$ cat src/rtl/cpu_pkg.sv
// Shared CPU front-end definitions: bus widths, opcode field layout and
// the fetch sequencer state encoding.
package cpu_pkg;

    localparam int ADDR_W  = 10;
    localparam int INSTR_W = 16;

    localparam int OP_MSB = 15;
    localparam int OP_LSB = 10;
    localparam int OP_W   = OP_MSB - OP_LSB + 1;

    localparam logic [OP_W-1:0] OP_HALT = 6'h3F;
    localparam logic [OP_W-1:0] OP_NOP  = 6'h00;

    typedef enum logic {
        FETCH,
        HALTED
    } fetch_state_t;

endpackage

$ cat src/rtl/pc_counter.sv
// Program counter register: branch load, increment, or hold. Wraps
// naturally modulo 2^ADDR_W.
module pc_counter #(
    parameter int                ADDR_W   = 10,
    parameter logic [ADDR_W-1:0] RESET_PC = '0
) (
    input  logic              clk,
    input  logic              rst_n,
    input  logic              load,
    input  logic              inc,
    input  logic [ADDR_W-1:0] target,
    output logic [ADDR_W-1:0] pc
);

    always_ff @(posedge clk or negedge rst_n) begin
        if (!rst_n) begin
            pc <= RESET_PC;
        end else if (load) begin
            pc <= target;
        end else if (inc) begin
            pc <= pc + 1'b1;
        end
    end

endmodule

$ cat src/rtl/fetch_sequencer.sv
// Instruction fetch controller: drives the ROM address from the PC and
// presents fetched instructions to decode over a valid/ready handshake.
module fetch_sequencer #(
    parameter int                ADDR_W   = cpu_pkg::ADDR_W,
    parameter int                INSTR_W  = cpu_pkg::INSTR_W,
    parameter logic [ADDR_W-1:0] RESET_PC = '0
) (
    input  logic               iClock,
    input  logic               iReset_n,
    output logic [ADDR_W-1:0]  oAddressPC,
    input  logic [INSTR_W-1:0] iInstruction,
    input  logic               iEnable,
    input  logic               iBranchValid,
    input  logic [ADDR_W-1:0]  iBranchTarget,
    output logic [INSTR_W-1:0] oInstruction,
    output logic [ADDR_W-1:0]  oPC,
    output logic               oValid,
    input  logic               iReady,
    output logic               oHalted
);

    import cpu_pkg::*;

    fetch_state_t       state, state_next;
    logic [ADDR_W-1:0]  pc;
    logic [INSTR_W-1:0] instr_q, instr_d;
    logic [ADDR_W-1:0]  pc_q, pc_d;
    logic               valid_q, valid_d;
    logic               branch, adv, is_halt;
    logic               pc_load, pc_inc;

    assign branch  = iEnable && iBranchValid;
    assign adv     = iEnable && (!valid_q || iReady);
    assign is_halt = (iInstruction[OP_MSB:OP_LSB] == OP_HALT);

    pc_counter #(
        .ADDR_W   (ADDR_W),
        .RESET_PC (RESET_PC)
    ) u_pc_counter (
        .clk    (iClock),
        .rst_n  (iReset_n),
        .load   (pc_load),
        .inc    (pc_inc),
        .target (iBranchTarget),
        .pc     (pc)
    );

    always_ff @(posedge iClock or negedge iReset_n) begin
        if (!iReset_n) begin
            state <= FETCH;
        end else begin
            state <= state_next;
        end
    end

    // A branch flushes the output register even when the decoder is
    // accepting in the same cycle, and wins over HALT capture.
    always_comb begin
        state_next = state;
        instr_d    = instr_q;
        pc_d       = pc_q;
        valid_d    = valid_q;
        pc_load    = 1'b0;
        pc_inc     = 1'b0;
        if (branch) begin
            pc_load    = 1'b1;
            valid_d    = 1'b0;
            state_next = FETCH;
        end else begin
            case (state)
                FETCH: begin
                    if (adv) begin
                        instr_d = iInstruction;
                        pc_d    = pc;
                        valid_d = 1'b1;
                        if (is_halt) begin
                            state_next = HALTED;
                        end else begin
                            pc_inc = 1'b1;
                        end
                    end
                end
                HALTED: begin
                    if (adv) begin
                        valid_d = 1'b0;
                    end
                end
                default: state_next = FETCH;
            endcase
        end
    end

    always_ff @(posedge iClock or negedge iReset_n) begin
        if (!iReset_n) begin
            instr_q <= INSTR_W'({OP_NOP, {OP_LSB{1'b0}}});
            pc_q    <= '0;
            valid_q <= 1'b0;
        end else begin
            instr_q <= instr_d;
            pc_q    <= pc_d;
            valid_q <= valid_d;
        end
    end

    assign oAddressPC   = pc;
    assign oInstruction = instr_q;
    assign oPC          = pc_q;
    assign oValid       = valid_q;
    assign oHalted      = (state == HALTED);

endmodule

$ cat config.mk
export PLATFORM = sky130hd
export DESIGN_NAME = fetch_sequencer
export DESIGN_NICKNAME = d
export VERILOG_FILES = /design/src/rtl/cpu_pkg.sv /design/src/rtl/pc_counter.sv /design/src/rtl/fetch_sequencer.sv
export SDC_FILE = /design/constraint.sdc
export NUM_CORES = 1
export LEC_CHECK = 0
export ABC_CLOCK_PERIOD_IN_PS = 4950
export BUFFER_PORTS_ARGS = -buffer_cell sky130_fd_sc_hd__clkbuf_2
export CAP_MARGIN = 5
export CORE_UTILIZATION = 43
export CTS_CLUSTER_SIZE = 14
export DETAILED_ROUTE_END_ITERATION = 10
export GPL_ROUTABILITY_DRIVEN = 0
export PLACE_DENSITY = 0.73
export RECOVER_POWER = 50
export SYNTH_ARGS = -nofsm -noshare
export SYNTH_HDL_FRONTEND = slang
export SYNTH_HIERARCHICAL = 1
export SYNTH_SLANG_ARGS = --single-unit
$ cat constraint.sdc
create_clock -name iClock -period 4.95 [get_ports iClock]
set_clock_uncertainty 0.1 [all_clocks]
set_input_delay 0.7425 -clock iClock [delete_from_list [all_inputs] [get_ports iClock]]
set_output_delay 0.7425 -clock iClock [all_outputs]
set_load 0.03 [all_outputs]
==> flow_metrics.env, run 1 <==
export IMPL_rr_startpoint="oValid$_DFFE_PN0P_"
export IMPL_cts_made_buffers=5
export IMPL_cp_arrival_ns=2.66
export IMPL_hold_violations=0
export IMPL_r2r_cells=7
export IMPL_maxSlewHeadroom_pct=-29.5
export IMPL_fin_ws_ns=2.37
export IMPL_hp_start="oPC[3]$_DFFE_PN0P_"
export IMPL_viasPerCell=5.41
export IMPL_layout_commonest_cell="clkbuf_2"
export IMPL_rsz0062_at_grt="no"
export IMPL_ys_warn_count=6
export IMPL_tns_ns=0
export IMPL_grt_pass1_wl_um=6010
export IMPL_route_detailed_drc=0
export IMPL_setup_worst_path_start_class="primary input"
export IMPL_status="finished with violations"
export IMPL_route_met3_wl_um=298
export IMPL_ctsResizeCount=0
export IMPL_grt_pass1_vias=1290
export IMPL_routed_wl_um=3700
export IMPL_postCtsSetupRepairBufs=0
export IMPL_io_buffers=68
export IMPL_highest_layer="met4"
export IMPL_std_cell_rows=22
export IMPL_critical_path_required_ns=5.02
export IMPL_holdBufCountCts=0
export IMPL_track_usage_pct=19.3
export IMPL_mostFrequentLayoutCells="clkbuf_2, dfrtp_1, mux2_2, clkbuf_1, nand2_1"
export IMPL_vias=1348
export IMPL_nNetsFinal=232
export IMPL_grt_max_degree=39
export IMPL_syn_avg_cell_area_um2=13.0
export IMPL_ys_seq_area_share_pct=56.7
export IMPL_setup_viol=0
export IMPL_start_util_pct=45.5
export IMPL_overflow=0
export IMPL_fin_crit_sh_pct=52.2
export IMPL_syn_inst=129
export IMPL_clockBufferDepth=2
export IMPL_reg2reg_slack_ns=2.41
export IMPL_die_h_um=64.5
export IMPL_max_cap_violations=1
export IMPL_wl_met1_um=1590
export IMPL_cts_clk_slew_worst_paths_ns=0.07
export IMPL_clock_sinks=38
export IMPL_path_delay_family="compound AO/OA/AOI/OAI gates"
export IMPL_drtIter0Drc=49
export IMPL_drive_gt1_share_pct=42.8
export IMPL_clk_latency_ns=0.28
export IMPL_critPathKind="in2reg"
export IMPL_route_met2_wl_um=1760
export IMPL_max_freq_ghz=0.387
export IMPL_slew_viol_final=39
export IMPL_core_area_um2=3690
export IMPL_place_ws_ns=2.09
export IMPL_worst_slew_pin_slew_ns=1.94
export IMPL_cp_slowest_cell="buf_4"
export IMPL_dp_hpwl_um=2700
export IMPL_syn_to_final_growth_pct=28.9
export IMPL_synth_cell_types=32
export IMPL_cp_end_kind="flop"
export IMPL_reg2reg_to="u_pc_counter/pc[8]$_DFFE_PN0P_"
export IMPL_period_needed_ns=2.58
export IMPL_crit_chain="clkbuf_2 -> nor4b_4 -> buf_4 -> o21a_1 -> nand2_1 -> o311a_1 -> a221o_1"
export IMPL_drt_pass1_iter_count=4
export IMPL_regArea_um2=951
export IMPL_antenna_left=0
export IMPL_syn_cell_area_um2=1680
export IMPL_cp_max_fo=27
export IMPL_leakage_uw=0.000978
export IMPL_yosys_register_bits=38
export IMPL_power_density_nw_per_um2=503
export IMPL_h_tree_depth=2
export IMPL_worst_path_buf_inv=2
export IMPL_nFillCells=322
export IMPL_root_buffer="clkbuf_8"
export IMPL_antenna_found_initial=0
export IMPL_min_to="oPC[3]$_DFFE_PN0P_"
export IMPL_die_x_um=64.5
export IMPL_crit_path_max_incr_delay_ns=0.36
export IMPL_ios=69
export IMPL_multi_input_comb_area_um2=673
export IMPL_cts_tree="done"
export IMPL_wire_per_inst_um=14.9
export IMPL_peakVddDrop_uv=308
export IMPL_synth_fp_nets=161
export IMPL_die_area_um2=4160
export IMPL_antenna_cells=0
export IMPL_hold_path_depth=1
export IMPL_post_route_util_pct=58.6
export IMPL_hp_class="reg2reg"
export IMPL_violations="capacitance limit, slew limit"
-- logic make-up after synthesis --
| logic type | count (synthesis) | share of synthesized area [%] |
|---|---|---|
| flip-flops | 38 | 56.7 |
| AND/OR/NAND/NOR | 35 | 13.5 |
| multiplexers | 27 | 18.0 |
| AO/OA/AOI/OAI | 16 | 6.19 |
| buffers and inverters | 8 | 2.76 |
| XOR/XNOR | 4 | 2.09 |
| adder cells (fa/ha/maj) | 1 | 0.746 |
-- worst max-delay path by stage --
stage	end	slack [ns]	cells after the start	start
6_report	u_pc_counter/pc[8]$_DFFE_PN0P_	2.37	7	iBranchValid
3_5_place_dp	u_pc_counter/pc[8]$_DFFE_PN0P_	2.09	7	iBranchValid
3_3_place_gp	u_pc_counter/pc[8]$_DFFE_PN0P_	2.18	7	iBranchValid
4_1_cts	u_pc_counter/pc[8]$_DFFE_PN0P_	2.39	7	iBranchValid
2_1_floorplan	u_pc_counter/pc[8]$_DFFE_PN0P_	2.30	7	iBranchValid
5_1_grt	u_pc_counter/pc[8]$_DFFE_PN0P_	2.27	7	iBranchValid
-- cell usage after synthesis, drive strengths merged --
| cell | number | area, um2 |
|---|---|---|
| nor2b | 2 | 20.0 |
| mux2 | 26 | 293 |
| and2 | 1 | 6.26 |
| ha | 1 | 12.5 |
| or4b | 2 | 20.0 |
| clkbuf | 2 | 7.51 |
| a221o | 1 | 10.0 |
| nand4 | 5 | 46.3 |
| o22ai | 1 | 6.26 |
| o311a | 1 | 10.0 |
| nor3 | 1 | 5.00 |
| nor4b | 1 | 23.8 |
| mux2i | 1 | 10.0 |
| dfrtp | 38 | 951 |
| nor2 | 2 | 7.51 |
| nand3 | 6 | 30.0 |
| buf | 3 | 27.5 |
| nand2 | 12 | 45.0 |
| o21ai | 6 | 30.0 |
| inv | 3 | 11.3 |
| or4 | 3 | 22.5 |
| a22oi | 1 | 7.51 |
| xnor2 | 1 | 8.76 |
| xor2 | 3 | 26.3 |
| a21oi | 2 | 10.0 |
| o21a | 1 | 7.51 |
| o211ai | 3 | 22.5 |
-- power breakdown --
| group | internal (uW) | switching, uW |
|---|---|---|
| combinational | 106 | 223 |
| clock | 215 | 104 |
| sequential | 381 | 59.4 |
| total | 702 | 386 |
-- metrics by stage --
stage / instance area [um2] / instances / power, uW / hold slack (ns)
finish: 2160 / 249 / 1090 / 0.397
global route: 2160 / 249 / 1140 / 0.421
CTS: 2190 / 249 / 1110 / 0.398
detailed placement: 2050 / 241 / 786 / 0.382
global placement: 2050 / 241 / 774 / 0.371
floorplan: 1680 / 129 / 667 / 0.347
-- worst register-to-register path, delay by kind of cell, from the launching register on --
| family | cells | cell delay [ns] |
|---|---|---|
| AOI/OAI and AO/OA | 3 | 0.98 |
| and+or+nand+nor | 3 | 0.59 |
| DFF | 1 | 0.40 |
| buffers and inverters | 1 | 0.36 |
-- metal layers --
layer,vias to the layer above,track usage [%]
met4,0,5.83
met2,75,30.8
met1,655,25.3
li1,611,-
met5,-,0
met3,7,5.63
-- final cells by class --
class                      instances  share of cell area, %
timing repair buffer              69                   15.0
clock buffer                       6                   3.82
clock inverter                     2                   2.78
multi-input combinational         83                   31.1
tap                               48                   2.78
inverter                           3                  0.521
sequential                        38                   44.0
-- state kept, by name, summed over array words and instances, names as in the netlist --
register,count
oHalted,1
oInstruction,16
oPC,10
oValid,1
u_pc_counter/pc,10
Note: power is estimated with default switching activity, not from simulation.
==> inputs of run 2 (changes only) <==
--- a/config.mk
+++ b/config.mk
@@ -5,14 +5,15 @@
 export SDC_FILE = /design/constraint.sdc
 export NUM_CORES = 1
 export LEC_CHECK = 0
-export ABC_CLOCK_PERIOD_IN_PS = 4950
+export ABC_AREA = 1
+export ABC_CLOCK_PERIOD_IN_PS = 2400
 export BUFFER_PORTS_ARGS = -buffer_cell sky130_fd_sc_hd__clkbuf_2
 export CAP_MARGIN = 5
 export CORE_UTILIZATION = 43
 export CTS_CLUSTER_SIZE = 14
 export DETAILED_ROUTE_END_ITERATION = 10
 export GPL_ROUTABILITY_DRIVEN = 0
-export PLACE_DENSITY = 0.73
+export PLACE_DENSITY = 0.72
 export RECOVER_POWER = 50
 export SYNTH_ARGS = -nofsm -noshare
 export SYNTH_HDL_FRONTEND = slang
==> constraint.sdc (replaced) <==
create_clock -name iClock -period 2.4 [get_ports iClock]
set_clock_uncertainty 0.1 [all_clocks]
set_input_delay 0.36 -clock iClock [delete_from_list [all_inputs] [get_ports iClock]]
set_output_delay 0.36 -clock iClock [all_outputs]
set_load 0.03 [all_outputs]
==> flow_metrics.env, run 2 <==
export IMPL_status="finished clean"
export IMPL_path_delay_family="compound AO/OA/AOI/OAI gates"
export IMPL_synth_async_reset_ratio_pct=100
export IMPL_grt_max_degree=39
export IMPL_critPathKind="reg2reg"
export IMPL_antenna_cells=0
export IMPL_crit_top_cell="nand2_1"
export IMPL_r2r_cells=7
export IMPL_path_depth=7
export IMPL_nFillCells=391
export IMPL_max_freq_ghz=0.532
export IMPL_worst_slew_pin_slew_ns=0.931
export IMPL_grt_pass1_vias=1455
export IMPL_cts_tree="done"
export IMPL_ys_seq_area_share_pct=52.6
export IMPL_drt_pass1_iter_count=4
export IMPL_synth_edff_count=0
export IMPL_post_route_util_pct=55.6
export IMPL_syn_avg_cell_area_um2=8.73
export IMPL_hp_class="in2async"
export IMPL_die_area_um2=4470
export IMPL_largest_reg_flops=16
export IMPL_reg2reg_to="u_pc_counter/pc[5]$_DFFE_PN0P_"
export IMPL_die_x_um=66.8
export IMPL_layout_commonest_cell="nand2_1"
export IMPL_tns_ns=0
export IMPL_ys_top_cells_by_count="nand2_1, dfrtp_1, nand3_1, inv_1, a22oi_1"
export IMPL_synth_fp_nets=239
export IMPL_cts_made_buffers=5
export IMPL_io_buffers=68
export IMPL_dp_hpwl_um=2790
export IMPL_std_cell_rows=23
export IMPL_cp_arrival_ns=2.00
export IMPL_overflow=0
export IMPL_route_detailed_drc=0
export IMPL_start_util_pct=44.9
export IMPL_synth_area_leaders="dfrtp_1, nand2_1, nand3_1"
export IMPL_postCtsSetupRepairBufs=0
export IMPL_cts_clk_slew_worst_paths_ns=0.08
export IMPL_drive_gt1_share_pct=25.6
export IMPL_yosys_most_used_dff="dfrtp_1"
export IMPL_synth_cell_types=22
export IMPL_clk_latency_ns=0.29
export IMPL_syn_cell_area_um2=1810
export IMPL_cp_max_fo=28
export IMPL_ctsResizeCount=0
export IMPL_setup_worst_path_start_class="flop"
export IMPL_root_buffer="clkbuf_8"
export IMPL_die_h_um=66.8
export IMPL_max_cap_violations=0
export IMPL_cp_slowest_cell="dfrtp_1"
export IMPL_fin_crit_sh_pct=78.3
export IMPL_hold_violations=0
export IMPL_drtIter0Drc=139
export IMPL_syn_inst=207
export IMPL_ios=69
export IMPL_worst_path_buf_inv=1
export IMPL_setup_viol=0
export IMPL_yosys_register_bits=38
export IMPL_rsz0062_at_grt="no"
export IMPL_crit_path_max_incr_delay_ns=0.41
export IMPL_reg2reg_slack_ns=0.52
export IMPL_synth_largest_area_cell="dfrtp_1"
export IMPL_antenna_left=0
export IMPL_mostFrequentLayoutCells="nand2_1, clkbuf_2, dfrtp_1, nand3_1, clkbuf_1"
export IMPL_clockBufferDepth=2
export IMPL_track_usage_pct=20.6
export IMPL_grt_pass1_wl_um=6740
export IMPL_clock_sinks=38
export IMPL_h_tree_depth=2
export IMPL_ys_warn_count=6
export IMPL_wire_per_inst_um=12.7
export IMPL_slew_viol_final=0
export IMPL_cp_end_kind="flop"
export IMPL_crit_chain="a21oi_2 -> nand2_4 -> a21oi_1 -> nand2_1 -> clkinv_2 -> nand2_1 -> o21ai_1"
export IMPL_synth_most_common_cell="nand2_1"
export IMPL_yosys_area_top_type_share_pct=52.6
export IMPL_leakage_uw=0.00121
export IMPL_period_needed_ns=1.88
export IMPL_nNetsFinal=309
export IMPL_maxSlewHeadroom_pct=37.9
export IMPL_vias=1639
export IMPL_critical_path_required_ns=2.52
export IMPL_antenna_found_initial=0
export IMPL_syn_to_final_growth_pct=23.9
export IMPL_core_area_um2=4030
export IMPL_power_density_nw_per_um2=938
export IMPL_peakVddDrop_uv=363
export IMPL_holdBufCountCts=0
export IMPL_total_power_uw=2100
export IMPL_routed_wl_um=4160
export IMPL_viasPerCell=5.01
export IMPL_rr_startpoint="oValid$_DFFE_PN0P_"
-- run 2: changes by cell type after synthesis, sizes merged, moves of 5 or more --
| cell | change |
|---|---|
| nand2 | +70 |
| nand3 | +30 |
| mux2 | -26 |
| inv | +8 |
| nor2 | +8 |
| a22oi | +7 |
| buf | +5 |
| nand4 | -5 |
-- run 2: per-stage QoR --
step,hold WS [ns],area [um2],cells,worst slack [ns]
after floorplan,-0.0356,1810,207,0.554
after global placement,0.344,2150,320,0.554
after detailed placement,0.343,2150,320,0.489
after CTS,0.0200,2270,327,0.516
after global routing,0.204,2240,327,0.354
final,0.184,2240,327,0.521
-- run 2: layout make-up --
cell class / instances / area [um2] / share of cell area [%]
clock buffer: 6 / 82.6 / 3.69
clock inverter: 1 / 30.0 / 1.34
inverter: 12 / 46.3 / 2.07
multi-input combinational: 149 / 731 / 32.6
sequential: 38 / 951 / 42.5
tap: 50 / 62.6 / 2.79
timing repair buffer: 71 / 337 / 15.0
-- run 2: logic make-up (layout without fill, tap and decap cells) --
group           Yosys count  in the layout  share of synthesized area, %
simple gates            128            128                          32.2
flops                    38             38                          52.6
buf+inv                  20             90                          6.99
fa+ha+maj                 1              1                         0.692
xor+xnor                  3              3                          1.45
compound gates           17             17                          6.02
-- run 2: worst register-to-register path: cells and delay by family (launching register included) --
family / cells / cell delay (ns)
flip-flops: 1 / 0.41
buffers and inverters: 1 / 0.13
AND/OR/NAND/NOR: 3 / 0.47
AO/OA/AOI/OAI: 3 / 0.68
-- run 2: power breakdown --
| group | total, uW | leakage [uW] | switching (uW) | internal [uW] |
|---|---|---|---|---|
| clock | 554 | 0.0000573 | 221 | 332 |
| combinational | 656 | 0.000675 | 480 | 176 |
| sequential | 890 | 0.000474 | 118 | 772 |
-- run 2: how the worst max path moves through the flow --
stage	endpoint	startpoint	slack, ns
6_report	u_pc_counter/pc[5]$_DFFE_PN0P_	oValid$_DFFE_PN0P_	0.52
5_1_grt	u_pc_counter/pc[5]$_DFFE_PN0P_	oValid$_DFFE_PN0P_	0.35
4_1_cts	u_pc_counter/pc[5]$_DFFE_PN0P_	oValid$_DFFE_PN0P_	0.52
3_5_place_dp	u_pc_counter/pc[5]$_DFFE_PN0P_	iReady	0.49
3_3_place_gp	u_pc_counter/pc[5]$_DFFE_PN0P_	iReady	0.55
2_1_floorplan	u_pc_counter/pc[5]$_DFFE_PN0P_	oValid$_DFFE_PN0P_	0.55
-- run 2: metal layers --
metal,GRT usage (%),share of wire [%],up-vias
met5,0,0,-
met4,10.4,2.1,0
met3,3.94,5.5,8
met2,32.3,47,61
met1,26.7,45,767
li1,-,-,803
==> inputs of run 3 (changes only) <==
--- a/config.mk
+++ b/config.mk
@@ -6,14 +6,14 @@
 export NUM_CORES = 1
 export LEC_CHECK = 0
 export ABC_AREA = 1
-export ABC_CLOCK_PERIOD_IN_PS = 2400
+export ABC_CLOCK_PERIOD_IN_PS = 1500
 export BUFFER_PORTS_ARGS = -buffer_cell sky130_fd_sc_hd__clkbuf_2
 export CAP_MARGIN = 5
 export CORE_UTILIZATION = 43
 export CTS_CLUSTER_SIZE = 14
 export DETAILED_ROUTE_END_ITERATION = 10
 export GPL_ROUTABILITY_DRIVEN = 0
-export PLACE_DENSITY = 0.72
+export PLACE_DENSITY = 0.74
 export RECOVER_POWER = 50
 export SYNTH_ARGS = -nofsm -noshare
 export SYNTH_HDL_FRONTEND = slang
==> constraint.sdc (replaced) <==
create_clock -name iClock -period 1.5 [get_ports iClock]
set_clock_uncertainty 0.1 [all_clocks]
set_input_delay 0.225 -clock iClock [delete_from_list [all_inputs] [get_ports iClock]]
set_output_delay 0.225 -clock iClock [all_outputs]
set_load 0.03 [all_outputs]
==> flow_metrics.env, run 3 (synthesized netlist as in run 2, its figures left out) <==
export IMPL_peakVddDrop_uv=806
export IMPL_drtIter0Drc=95
export IMPL_clockBufferDepth=2
export IMPL_cp_slowest_cell="dfrtp_2"
export IMPL_cts_clk_slew_worst_paths_ns=0.07
export IMPL_maxSlewHeadroom_pct=65.1
export IMPL_cp_arrival_ns=1.50
export IMPL_mostFrequentLayoutCells="nand2_1, clkbuf_2, dfrtp_1, nand3_1, clkbuf_1"
export IMPL_max_freq_ghz=0.701
export IMPL_switchingPower_uw=1330
export IMPL_fin_crit_sh_pct=95.1
export IMPL_antenna_found_initial=0
export IMPL_power_density_nw_per_um2=1530
export IMPL_crit_path_max_incr_delay_ns=0.43
export IMPL_critPathKind="reg2reg"
export IMPL_h_tree_depth=2
export IMPL_overflow=0
export IMPL_swShare_pct=37.1
export IMPL_syn_to_final_growth_pct=30.1
export IMPL_root_buffer="clkbuf_8"
export IMPL_reg2reg_slack_ns=0.07
export IMPL_internal_power_uw=2260
export IMPL_ios=69
export IMPL_rsz0062_at_grt="yes"
export IMPL_setup_worst_path_start_class="flop"
export IMPL_antenna_cells=0
export IMPL_die_area_um2=4470
export IMPL_crit_top_cell="a21oi_4"
export IMPL_route_detailed_drc=0
export IMPL_start_util_pct=44.9
export IMPL_io_buffers=68
export IMPL_clk_latency_ns=0.29
export IMPL_drt_pass1_iter_count=4
export IMPL_cp_end_kind="flop"
export IMPL_dp_hpwl_um=2850
export IMPL_rr_startpoint="oValid$_DFFE_PN0P_"
export IMPL_std_cell_rows=23
export IMPL_final_area_um2=2350
export IMPL_critical_path_required_ns=1.57
export IMPL_worst_slew_pin_slew_ns=0.524
export IMPL_max_cap_violations=0
export IMPL_drive_gt1_share_pct=29.1
export IMPL_cp_max_fo=9
export IMPL_cts_made_buffers=5
export IMPL_hp_class="in2reg"
export IMPL_core_area_um2=4030
export IMPL_grt_pass1_vias=1421
export IMPL_crit_chain="a21oi_4 -> nand2_4 -> a21oi_4 -> nor2_4 -> a22oi_1 -> o21ai_1"
export IMPL_hold_violations=0
export IMPL_grt_pass1_wl_um=6470
export IMPL_crit_end="u_pc_counter/pc[4]$_DFFE_PN0P_"
export IMPL_power_frac_seq_pct=39.2
export IMPL_vias=1659
export IMPL_reg2reg_to="u_pc_counter/pc[4]$_DFFE_PN0P_"
export IMPL_grt_max_degree=39
export IMPL_track_usage_pct=19.6
export IMPL_cts_tree="done"
export IMPL_antenna_left=0
export IMPL_nNetsFinal=316
export IMPL_leakage_uw=0.00126
export IMPL_clockPowerShare_pct=29.8
export IMPL_post_route_util_pct=58.4
export IMPL_period_needed_ns=1.43
export IMPL_status="finished clean"
export IMPL_place_area_um2=2210
export IMPL_routed_wl_um=4210
export IMPL_crit_start="oValid$_DFFE_PN0P_"
export IMPL_r2r_cells=6
export IMPL_slew_viol_final=0
export IMPL_layout_commonest_cell="nand2_1"
export IMPL_die_h_um=66.8
export IMPL_wire_per_inst_um=12.6
export IMPL_clock_sinks=38
export IMPL_viasPerCell=4.95
export IMPL_comb_power_share_pct=31.0
export IMPL_setup_viol=0
export IMPL_largest_reg_flops=16
export IMPL_die_x_um=66.8
==> run 3: cell count changes in the layout (fill, tap and decap cells not counted), sizes merged <==
cell	previous run	this run
dlygate4sd3	0	1
buf	2	8
bufinv	1	2
==> run 3: critical path, delay by kind of cell, from the launching register on <==
kind,cells,cell delay (ns)
compound gates,4,0.60
flops,1,0.43
simple gates,2,0.17
==> run 3: worst min-delay path by stage <==
stage,cells after the start,slack (ns),to,start
final,3,0.05,u_pc_counter/pc[1]$_DFFE_PN0P_,iBranchTarget[1]
after global routing,3,0.05,oInstruction[8]$_DFFE_PN0P_,iInstruction[8]
after CTS,3,0.05,oInstruction[8]$_DFFE_PN0P_,iInstruction[8]
after detailed placement,2,0.21,oInstruction[1]$_DFFE_PN0P_,iReset_n
after global placement,2,0.20,oInstruction[1]$_DFFE_PN0P_,iReset_n
after floorplan,0,-0.17,oHalted$_DFF_PN0_,iReset_n
==> run 3: layout make-up <==
cell class	instances	area, um2
fillers	397	1680
flip-flops and latches	38	953
multi-input cells	149	752
repair buffers	78	395
clock buffers	6	82.6
well taps	50	62.6
clock inverters	2	60.1
inverters	12	46.3
==> run 3: layer usage <==
metal	track usage [%]	part of all wire, %	vias to the layer above
li1	-	-	827
met1	24.2	46	765
met2	31.4	48	60
met3	5.65	4.3	7
met5	0	0	-
met4	8.78	2.1	0
==> run 3: through the flow <==
step / instances / worst slack (ns) / TNS [ns] / total power, uW / hold WS [ns]
final: 335 / 0.0728 / 0 / 3590 / 0.0512
after global routing: 335 / -0.00648 / -0.00648 / 3780 / 0.0542
after CTS: 334 / 0.00385 / 0 / 3650 / 0.0497
after detailed placement: 325 / 0.0201 / 0 / 2560 / 0.209
after global placement: 325 / 0.0802 / 0 / 2540 / 0.204
after floorplan: 207 / -0.121 / -0.941 / 2180 / -0.171
==> run 3: repair_timing <==
item / CTS / global route
buffers inserted: 0 / 1
hold buffers: 1 / 0
hold endpoints to repair: 38 / 0
gates resized for setup: 0 / 1
endpoints found under the setup margin: 0 / 11
==> run 3: power by group through the flow <==
stage | Combinational, uW | Sequential, uW | Clock (uW)
final | 1110 | 1410 | 1070
after global routing | 1210 | 1430 | 1140
after CTS | 1140 | 1410 | 1090
after detailed placement | 1130 | 1430 | 0
after global placement | 1120 | 1420 | 0
after floorplan | 338 | 1840 | 0
